===== config.mk =====
export PLATFORM = sky130hd
export DESIGN_NAME = shift_add_mult_ctrl
export DESIGN_NICKNAME = d
export VERILOG_FILES = /design/src/rtl/shift_add_mult_ctrl_pkg.sv /design/src/rtl/shift_add_mult_ctrl_down_counter_4b.sv /design/src/rtl/shift_add_mult_ctrl.sv
export SDC_FILE = /design/constraint.sdc
export NUM_CORES = 1
export LEC_CHECK = 0
export ABC_AREA = 1
export CELL_PAD_IN_SITES_DETAIL_PLACEMENT = 2
export CELL_PAD_IN_SITES_GLOBAL_PLACEMENT = 2
export CORE_UTILIZATION = 28
export DETAILED_ROUTE_END_ITERATION = 7
export GPL_ROUTABILITY_DRIVEN = 0
export GPL_TIMING_DRIVEN = 0
export PLACE_DENSITY = 0.79
export SETUP_SLACK_MARGIN = 0.1
export SYNTH_ARGS = -nofsm -noshare
export SYNTH_HDL_FRONTEND = slang
export SYNTH_SLANG_ARGS = --single-unit

===== constraint.sdc =====
create_clock -name clk -period 2 [get_ports clk]
set_input_delay 0.4 -clock clk [delete_from_list [all_inputs] [get_ports clk]]
set_output_delay 0.4 -clock clk [all_outputs]
set_load 0.05 [all_outputs]

===== src/rtl/shift_add_mult_ctrl_pkg.sv =====
// ----------------------------------------------------------------------------
// shift_add_mult_ctrl_pkg
//
// Shared definitions for the sequential shift-add multiplier:
//   - state_t      : FSM state encoding (IDLE, TEST, ADD, SHIFT, DONE)
//   - DEFAULT_WIDTH: default operand width in bits
//   - CNT_W        : width of the iteration down-counter
// ----------------------------------------------------------------------------
package shift_add_mult_ctrl_pkg;

    // Default operand width. Legal range is 2..8.
    localparam int DEFAULT_WIDTH = 4;

    // The iteration counter is 4 bits wide, so its load value must fit in it.
    localparam int CNT_W = 4;

    // FSM state encoding. Three bits leave three unused codes; the FSM
    // returns any of those to IDLE on the next edge.
    typedef enum logic [2:0] {
        ST_IDLE  = 3'd0,
        ST_TEST  = 3'd1,
        ST_ADD   = 3'd2,
        ST_SHIFT = 3'd3,
        ST_DONE  = 3'd4
    } state_t;

endpackage : shift_add_mult_ctrl_pkg


===== src/rtl/shift_add_mult_ctrl_down_counter_4b.sv =====
// ----------------------------------------------------------------------------
// down_counter_4b
//
// 4-bit loadable down-counter used as the multiplier's iteration counter.
//
// Ports:
//   clk      in   rising-edge clock
//   rst      in   synchronous, active-high reset (clears the count)
//   i_ld     in   load i_in into the count (has priority over i_cnt)
//   i_cnt    in   decrement the count by one
//   i_in     in   [3:0] load value
//   o_tcount out  terminal count: high while the count is zero
//
// The count does not wrap: a decrement request at zero leaves it at zero.
// ----------------------------------------------------------------------------
module down_counter_4b (
    input  logic       clk,
    input  logic       rst,
    input  logic       i_ld,
    input  logic       i_cnt,
    input  logic [3:0] i_in,
    output logic       o_tcount
);

    logic [3:0] r_count;

    always_ff @(posedge clk) begin
        if (rst) begin
            r_count <= 4'd0;
        end else if (i_ld) begin
            r_count <= i_in;
        end else if (i_cnt && (r_count != 4'd0)) begin
            r_count <= r_count - 4'd1;
        end
    end

    assign o_tcount = (r_count == 4'd0);

endmodule : down_counter_4b


===== src/rtl/shift_add_mult_ctrl.sv =====
// ----------------------------------------------------------------------------
// shift_add_mult_ctrl
//
// Sequential unsigned shift-add multiplier. One accepted start produces a
// 2*WIDTH-bit product after WIDTH iterations of TEST -> ADD -> SHIFT.
//
// Ports:
//   clk        in   rising-edge clock
//   rst        in   synchronous, active-high reset (any state)
//   start      in   request; only sampled in IDLE
//   a          in   [WIDTH-1:0] multiplicand, captured on the accepted start
//   b          in   [WIDTH-1:0] multiplier, captured on the accepted start
//   product    out  [2*WIDTH-1:0] result; valid in the done cycle, held after
//   busy       out  high in every TEST, ADD and SHIFT cycle
//   done       out  one-cycle pulse in the DONE state
//   state_dbg  out  [2:0] current FSM state (state_t encoding)
//
// Handshake: start is a level request that is accepted on any rising edge
// where the FSM is in IDLE and start is high; there is no ready/ack, a start
// seen in any other state is dropped. done marks the one cycle in which
// product first shows the new result.
//
// Datapath registers: M (multiplicand), A (accumulator), Q (multiplier / low
// product half), C (carry out of the add, shifted into A on the next SHIFT).
// ----------------------------------------------------------------------------
module shift_add_mult_ctrl
    import shift_add_mult_ctrl_pkg::*;
#(
    parameter int WIDTH = DEFAULT_WIDTH
) (
    input  logic                 clk,
    input  logic                 rst,
    input  logic                 start,
    input  logic [WIDTH-1:0]     a,
    input  logic [WIDTH-1:0]     b,
    output logic [2*WIDTH-1:0]   product,
    output logic                 busy,
    output logic                 done,
    output logic [2:0]           state_dbg
);

    // Iteration count loaded into the counter on an accepted start.
    localparam logic [CNT_W-1:0] LOAD_VAL = CNT_W'(WIDTH);

    // ------------------------------------------------------------------
    // State and datapath registers
    // ------------------------------------------------------------------
    state_t               r_state;
    state_t               w_next_state;

    logic [WIDTH-1:0]     r_m;
    logic [WIDTH-1:0]     r_a;
    logic [WIDTH-1:0]     r_q;
    logic                 r_c;
    logic [2*WIDTH-1:0]   r_product;

    // ------------------------------------------------------------------
    // FSM outputs / counter control
    // ------------------------------------------------------------------
    logic                 w_ld;
    logic                 w_cnt;
    logic                 w_busy;
    logic                 w_done;
    logic                 w_tcount;

    // (WIDTH+1)-bit sum; the top bit becomes the carry C.
    logic [WIDTH:0]       w_sum;

    assign w_sum = {1'b0, r_a} + {1'b0, r_m};

    // ------------------------------------------------------------------
    // Iteration counter
    // ------------------------------------------------------------------
    down_counter_4b u_iter_cnt (
        .clk      (clk),
        .rst      (rst),
        .i_ld     (w_ld),
        .i_cnt    (w_cnt),
        .i_in     (LOAD_VAL),
        .o_tcount (w_tcount)
    );

    // ------------------------------------------------------------------
    // FSM state register
    // ------------------------------------------------------------------
    always_ff @(posedge clk) begin
        if (rst) begin
            r_state <= ST_IDLE;
        end else begin
            r_state <= w_next_state;
        end
    end

    // ------------------------------------------------------------------
    // FSM next-state and outputs. ld is only raised in IDLE and cnt only
    // in SHIFT, so the two are mutually exclusive by construction.
    // ------------------------------------------------------------------
    always_comb begin
        w_next_state = ST_IDLE;
        w_ld         = 1'b0;
        w_cnt        = 1'b0;
        w_busy       = 1'b0;
        w_done       = 1'b0;

        case (r_state)
            ST_IDLE: begin
                if (start) begin
                    w_ld         = 1'b1;
                    w_next_state = ST_TEST;
                end else begin
                    w_next_state = ST_IDLE;
                end
            end

            ST_TEST: begin
                w_busy       = 1'b1;
                // Terminal count means all WIDTH shifts have been done.
                w_next_state = w_tcount ? ST_DONE : ST_ADD;
            end

            ST_ADD: begin
                w_busy       = 1'b1;
                w_next_state = ST_SHIFT;
            end

            ST_SHIFT: begin
                w_busy       = 1'b1;
                w_cnt        = 1'b1;
                w_next_state = ST_TEST;
            end

            ST_DONE: begin
                w_done       = 1'b1;
                w_next_state = ST_IDLE;
            end

            default: begin
                w_next_state = ST_IDLE;
            end
        endcase
    end

    // ------------------------------------------------------------------
    // Shift-add datapath
    // ------------------------------------------------------------------
    always_ff @(posedge clk) begin
        if (rst) begin
            r_m       <= '0;
            r_a       <= '0;
            r_q       <= '0;
            r_c       <= 1'b0;
            r_product <= '0;
        end else begin
            case (r_state)
                ST_IDLE: begin
                    if (start) begin
                        r_m <= a;
                        r_q <= b;
                        r_a <= '0;
                        r_c <= 1'b0;
                    end
                end

                ST_ADD: begin
                    // Add the multiplicand only when the current multiplier
                    // bit is set; otherwise A and C hold.
                    if (r_q[0]) begin
                        {r_c, r_a} <= w_sum;
                    end
                end

                ST_SHIFT: begin
                    // Logical right shift of {C,A,Q}: the carry drops into
                    // the top of A, A's LSB into the top of Q, C clears.
                    {r_c, r_a, r_q} <= {1'b0, r_c, r_a, r_q[WIDTH-1:1]};
                end

                ST_DONE: begin
                    r_product <= {r_a, r_q};
                end

                default: begin
                end
            endcase
        end
    end

    // ------------------------------------------------------------------
    // Outputs. The product register only updates at the edge that ends
    // DONE, so during the DONE cycle itself the fresh {A,Q} is forwarded;
    // A and Q are stable in DONE, so the value does not change at that edge.
    // ------------------------------------------------------------------
    assign product   = (r_state == ST_DONE) ? {r_a, r_q} : r_product;
    assign busy      = w_busy;
    assign done      = w_done;
    assign state_dbg = r_state;

endmodule : shift_add_mult_ctrl

**Word-level counts from Yosys, hierarchy flattened**

Cells that the tools add are included.

- Flip-flop bits (word level): 28
- Input port bits: 11
- Word-level logic and storage cells: 47

- Add/sub/neg operators: 2
- Eq/ne operators: 6
- Muxes and demuxes: 19
- Reductions and logical operators: 12

Operators by type and width:

| cell | count |
|---|---|
| 2-to-1 mux 4 bit | 3 |
| one-hot mux 3 bit (4 select lines) | 1 |
| one-hot mux 4 bit (3 select lines) | 1 |
| 2-to-1 mux 3 bit | 3 |
| 2-to-1 mux 1 bit | 8 |
| 2-to-1 mux 8 bit | 1 |
| one-hot mux 4 bit (2 select lines) | 1 |
| == test 3 x 2 -> 1 bit (second input constant) | 2 |
| adder 4 x 4 -> 5 bit | 1 |
| zero test 4 bit | 1 |
| inequality test 2 bit (second input constant) | 2 |
| AND reduction 2 bit | 2 |
| nonzero test 2 bit | 2 |
| nonzero test 4 bit | 1 |
| subtractor 4 x 1 -> 4 bit (second input constant) | 1 |
| == test 3 x 1 -> 1 bit (second input constant) | 1 |
| == test 3 bit (second input constant) | 1 |
| zero test 3 bit | 1 |
| one-hot mux 1 bit (3 select lines) | 1 |
| AND reduction 3 bit | 1 |
| nonzero test 3 bit | 1 |
| OR reduction 3 bit | 1 |
| OR reduction 2 bit | 1 |
| logical AND 1 bit | 1 |

**Depth between registers and ports, before layout**

- Word-level depth: 5
- Depth in mapped cells: 11
- Mapped depth without buffers: 11

**Modules after synthesis**

Synthesis repeated with hierarchy kept, for this count alone.

- Cell total of the unflattened synthesis: 213
- Area total of the unflattened synthesis: 1473.9 um^2

Modules (own cells, without submodules):

| module | times used | cells an instance | area an instance (um^2) |
|---|---|---|---|
| shift_add_mult_ctrl | 1 | 172 | 1199.9 |
| down_counter_4b | 1 | 41 | 274.0 |

**Worst setup path before layout**

Ideal clock, no wire load.

- Kind: flip-flop to output port
- Start: register r_state[0] (netlist: state_dbg[0])
- End: output port product[4]
- Arrival: 1.692 ns
- Required time: 1.600 ns
- Path slack: -0.092 ns
- Cell stages (with the launch flop): 7
- Buffers on the path: 0
- Cells stage by stage: dfxtp_1 -> nor2_4 -> nand2_4 -> inv_2 -> or2_1 -> o21ai_0 -> inv_1

- Longest elaborated chain between the ends: 2

RTL lines:

| element | line | source |
|---|---|---|
| from (decl) | shift_add_mult_ctrl.sv:48 | `state_t r_state;` |
| from (signal assigned) | shift_add_mult_ctrl.sv:90 | `r_state <= w_next_state;` |
| == test 3 bit | shift_add_mult_ctrl.sv:193 | `assign product = (r_state == ST_DONE) ? {r_a, r_q} : r_product;` |
| 2-to-1 mux 8 bit | -- |  |
| to (decl) | shift_add_mult_ctrl.sv:36 | `output logic [2*WIDTH-1:0] product,` |

No other way between the ends.

**Worst setup path after layout**

Ends and elaborated chain as after synthesis.

==> key figures <==
Worst setup path
  • CP peak stage delay: 380 ps
  • R2r setup slk: 310 ps
  • CP Capture Type: output pin
  • Worst EP required: 1600 ps
  • RR Endpoint: r_a[2]$_SDFFE_PP0P_
  • Critical R2R Launch: r_a[0]$_SDFFE_PP0P_
  • CP Cell Sequence: nor2_4 > nand2_4 > clkinv_4 > or2_1 > o21ai_0 > inv_1 > buf_6
  • Crit path DAT: 1530 ps
  • Startpoint type of the worst setup path: flip-flop
  • Slowest library cell on the worst path: dfxtp_4
  • WP buf/inv: 3
  • Crit path max fanout: 6
  • Setup CP Type: flip-flop to output pin
  • CP delay by family, top: flip-flops
  • R2R cell count: 7

STA
  • Clock Skew: 4.53 ps
  • Unrepaired setup endpoints after global routing: yes
  • Final setup violation count: 0
  • Final hold violation count: 0
  • Part of the cycle the worst path needs: 96.4%
  • Min Tclk post-route: 1930 ps
  • Worst slew pin tran: 519 ps
  • Worst rel slew slack: 65.4%
  • Slew Limit Fails: 0
  • Maximum clock frequency: 519 MHz

Hold path
  • Worst min-delay path class: flip-flop to flip-flop
  • WHS Path Cells: 2
  • Hold path endpoint: u_iter_cnt.r_count[0]$_SDFFE_PP0P_
  • Hold path start: u_iter_cnt.r_count[0]$_SDFFE_PP0P_

Power
  • VDD IR-drop max: 449 uV
  • Leak pwr: 0.928 nW
  • Pwr per Cell Area: 754 mW/mm^2

Global routing
  • First-pass GRT wire length: 6620 um
  • Vias in the first global route: 1390
  • Largest net degree at the start of global routing: 16
  • Initial antenna violation count: 0
  • Total track usage: 16.4%
  • Global route overflow: 0

Place
  • Dpl hpwl: 3030 um
  • Port Buffer Count: 23
  • Placed Area: 0.00173 sq mm
  • DP Cell Count: 292

Final layout
  • Post-route insts no fill: 303
  • Filler cells: 583
  • Diode count: 0
  • Final nets: 254
  • Fraction of layout instances using a drive strength above 1: 16.9%
  • Design area: 0.00186 sq mm
  • Synth-to-layout area growth: 32.1%

Clock network
  • CTS clock-pin slew for the worst setup and hold paths: 100 ps
  • Max Root-Sink Buffers: 2
  • Root Buffer: clkbuf_8
  • Clock latency on the worst-skew pair: 280 ps
  • CTS Sinks: 28
  • TritonCTS clock tree: done
  • CTS Buf Count: 3
  • H-tree depth: 1

Logic synthesis
  • Ys async rst share: 0%
  • Synth cell count leaders: nand2_1 (40), nor2_1 (36), inv_1 (29)
  • Post-synth top area cell: dfxtp_1
  • Sequential fraction of the synthesis area: 39.8%
  • Most used DFF post-synth: dfxtp_1
  • Synth cell types: 21
  • Netlist Area Pre-Place: 0.00141 sq mm
  • Post-synth EDFFs: 0
  • Yosys warnings: 0
  • Yosys reg bits: 28
  • Dominant cells by area after synthesis: dfxtp_1 (40%), nand2_1 (11%), nor2_1 (9.6%)
  • Syn_nets: 219
  • Avg Synthesized Cell Area: 6.97 sq um
  • Synth Instances: 202
  • Synth top area share: 39.8%
  • Most common cell in the synthesized netlist: nand2_1

Floorplanning
  • Std cell rows: 25
  • Full die area: 0.00532 sq mm
  • Core Area: 0.00479 sq mm
  • Chip width: 72.9 um
  • Initial core utilization: 29.4%
  • Die H: 72.9 um
  • I/O pin count: 24

Drt
  • Post-Route WL: 4050 um
  • Wire per inst: 13.4 um
  • Antenna viol nets, final: 0
  • Avg Vias per Cell: 4.55
  • Pre-antenna DRT Iters: 4
  • # DRC: 0
  • 1st-iter DRT viols: 34
  • Vias: 1380

Run
  • Maxcap violations: 0

Status
  • Status: completed
-- kinds of logic (layout without fill, tap and decap cells) --
kind of cell / after synthesis / in the layout / share of synthesized area [%]
AOI/OAI and AO/OA: 29 / 29 / 10.3
xor gates and xnor gates: 1 / 1 / 0.622
adders and majority gates: 6 / 6 / 5.86
buffers and inverters: 35 / 68 / 9.68
DFF: 28 / 28 / 39.8
and+or+nand+nor: 103 / 104 / 33.7
-- worst reg2reg max path: stages, from the launching register on --
cell and delay (ps):
dfxtp_1 380, ha_1 250, fa_1 380, or2_2 280
nand3_1 80, o21ai_0 70, nor2_1 100, nor2_1 50
-- cells in the final DEF (no fill, tap or decap), types with 3 or more instances in the layout --
cell type,Yosys,layout
inv_1,29,29
dfxtp_1,28,25
nor2_1,36,36
a21oi_1,11,11
nand2_2,2,3
clkdlybuf4s50_1,0,12
clkbuf_8,0,4
nand2_1,40,40
buf_6,0,7
or2_1,9,9
o21ai_2,0,5
o21ai_0,16,12
nand3_1,8,8
ha_1,5,5
buf_4,0,6
-- per-layer routing --
| layer | global-route usage (%) | up-vias | part of all wire, % | wire length, um |
|---|---|---|---|---|
| li1 | - | 696 | - | - |
| met5 | 0 | - | 0 | 0 |
| met1 | 20.8 | 670 | 46 | 1870 |
| met2 | 29.2 | 12 | 51 | 2070 |
| met4 | 2.61 | 0 | 0.37 | 15 |
| met3 | 3.31 | 2 | 2.2 | 90 |
-- worst max-delay path by stage --
stage	startpoint	endpoint	slack [ps]	cells past startpoint
finish	state_dbg[0]$_SDFF_PP0_	product[4]	70	7
global route	state_dbg[1]$_SDFF_PP0_	product[7]	10	7
floorplan	state_dbg[0]$_SDFF_PP0_	product[5]	110	6
detailed placement	state_dbg[0]$_SDFF_PP0_	product[4]	-300	7
CTS	state_dbg[1]$_SDFF_PP0_	product[4]	50	7
global placement	state_dbg[0]$_SDFF_PP0_	product[4]	-290	7
-- cell type report --
type                    instances  area (sq um)  share of cell area [%]
multi-input cells             140           737                    39.6
flip-flops and latches         28           569                    30.6
clock buffers                   4          55.1                    2.96
repair inverters                1          6.26                   0.336
inverters                      33           134                    7.20
plain buffers                   2          7.51                   0.403
well taps                      67          83.8                    4.51
repair buffers                 28           268                    14.4
-- repair_timing --
item	4_1_cts	5_1_grt
hold buffers	0	0
pin swaps	1	0
gates cloned	0	2
buffers inserted	3	2
setup endpoints to repair	13	10
gates resized for setup	56	20
-- sequential cells by signal, summed over array words and instances, names as in the netlist --
name / flops
r_m: 4
r_q: 4
r_c: 1
u_iter_cnt.r_count: 4
r_product: 8
state_dbg: 3
r_a: 4
-- per-stage QoR --
step | worst slack (ps) | util [%] | hold slack (ps) | TNS, ps | total power, mW
global route | 9.90 | 38.9 | 498 | 0 | 1.49
finish | 72.8 | 38.9 | 473 | 0 | 1.40
global placement | -290 | 36.1 | 452 | -2130 | 1.02
detailed placement | -300 | 36.1 | 462 | -2130 | 1.03
CTS | 45.7 | 37.5 | 478 | 0 | 1.40
floorplan | 108 | - | 443 | 0 | 0.899
-- power breakdown --
group	internal, mW	total [mW]	switching [mW]	leakage (nW)
combinational	0.148	0.408	0.260	0.669
sequential	0.598	0.636	0.0383	0.231
clock	0.176	0.358	0.182	0.0288
total	0.922	1.40	0.480	0.928
Power figures use the tool's default switching activity.
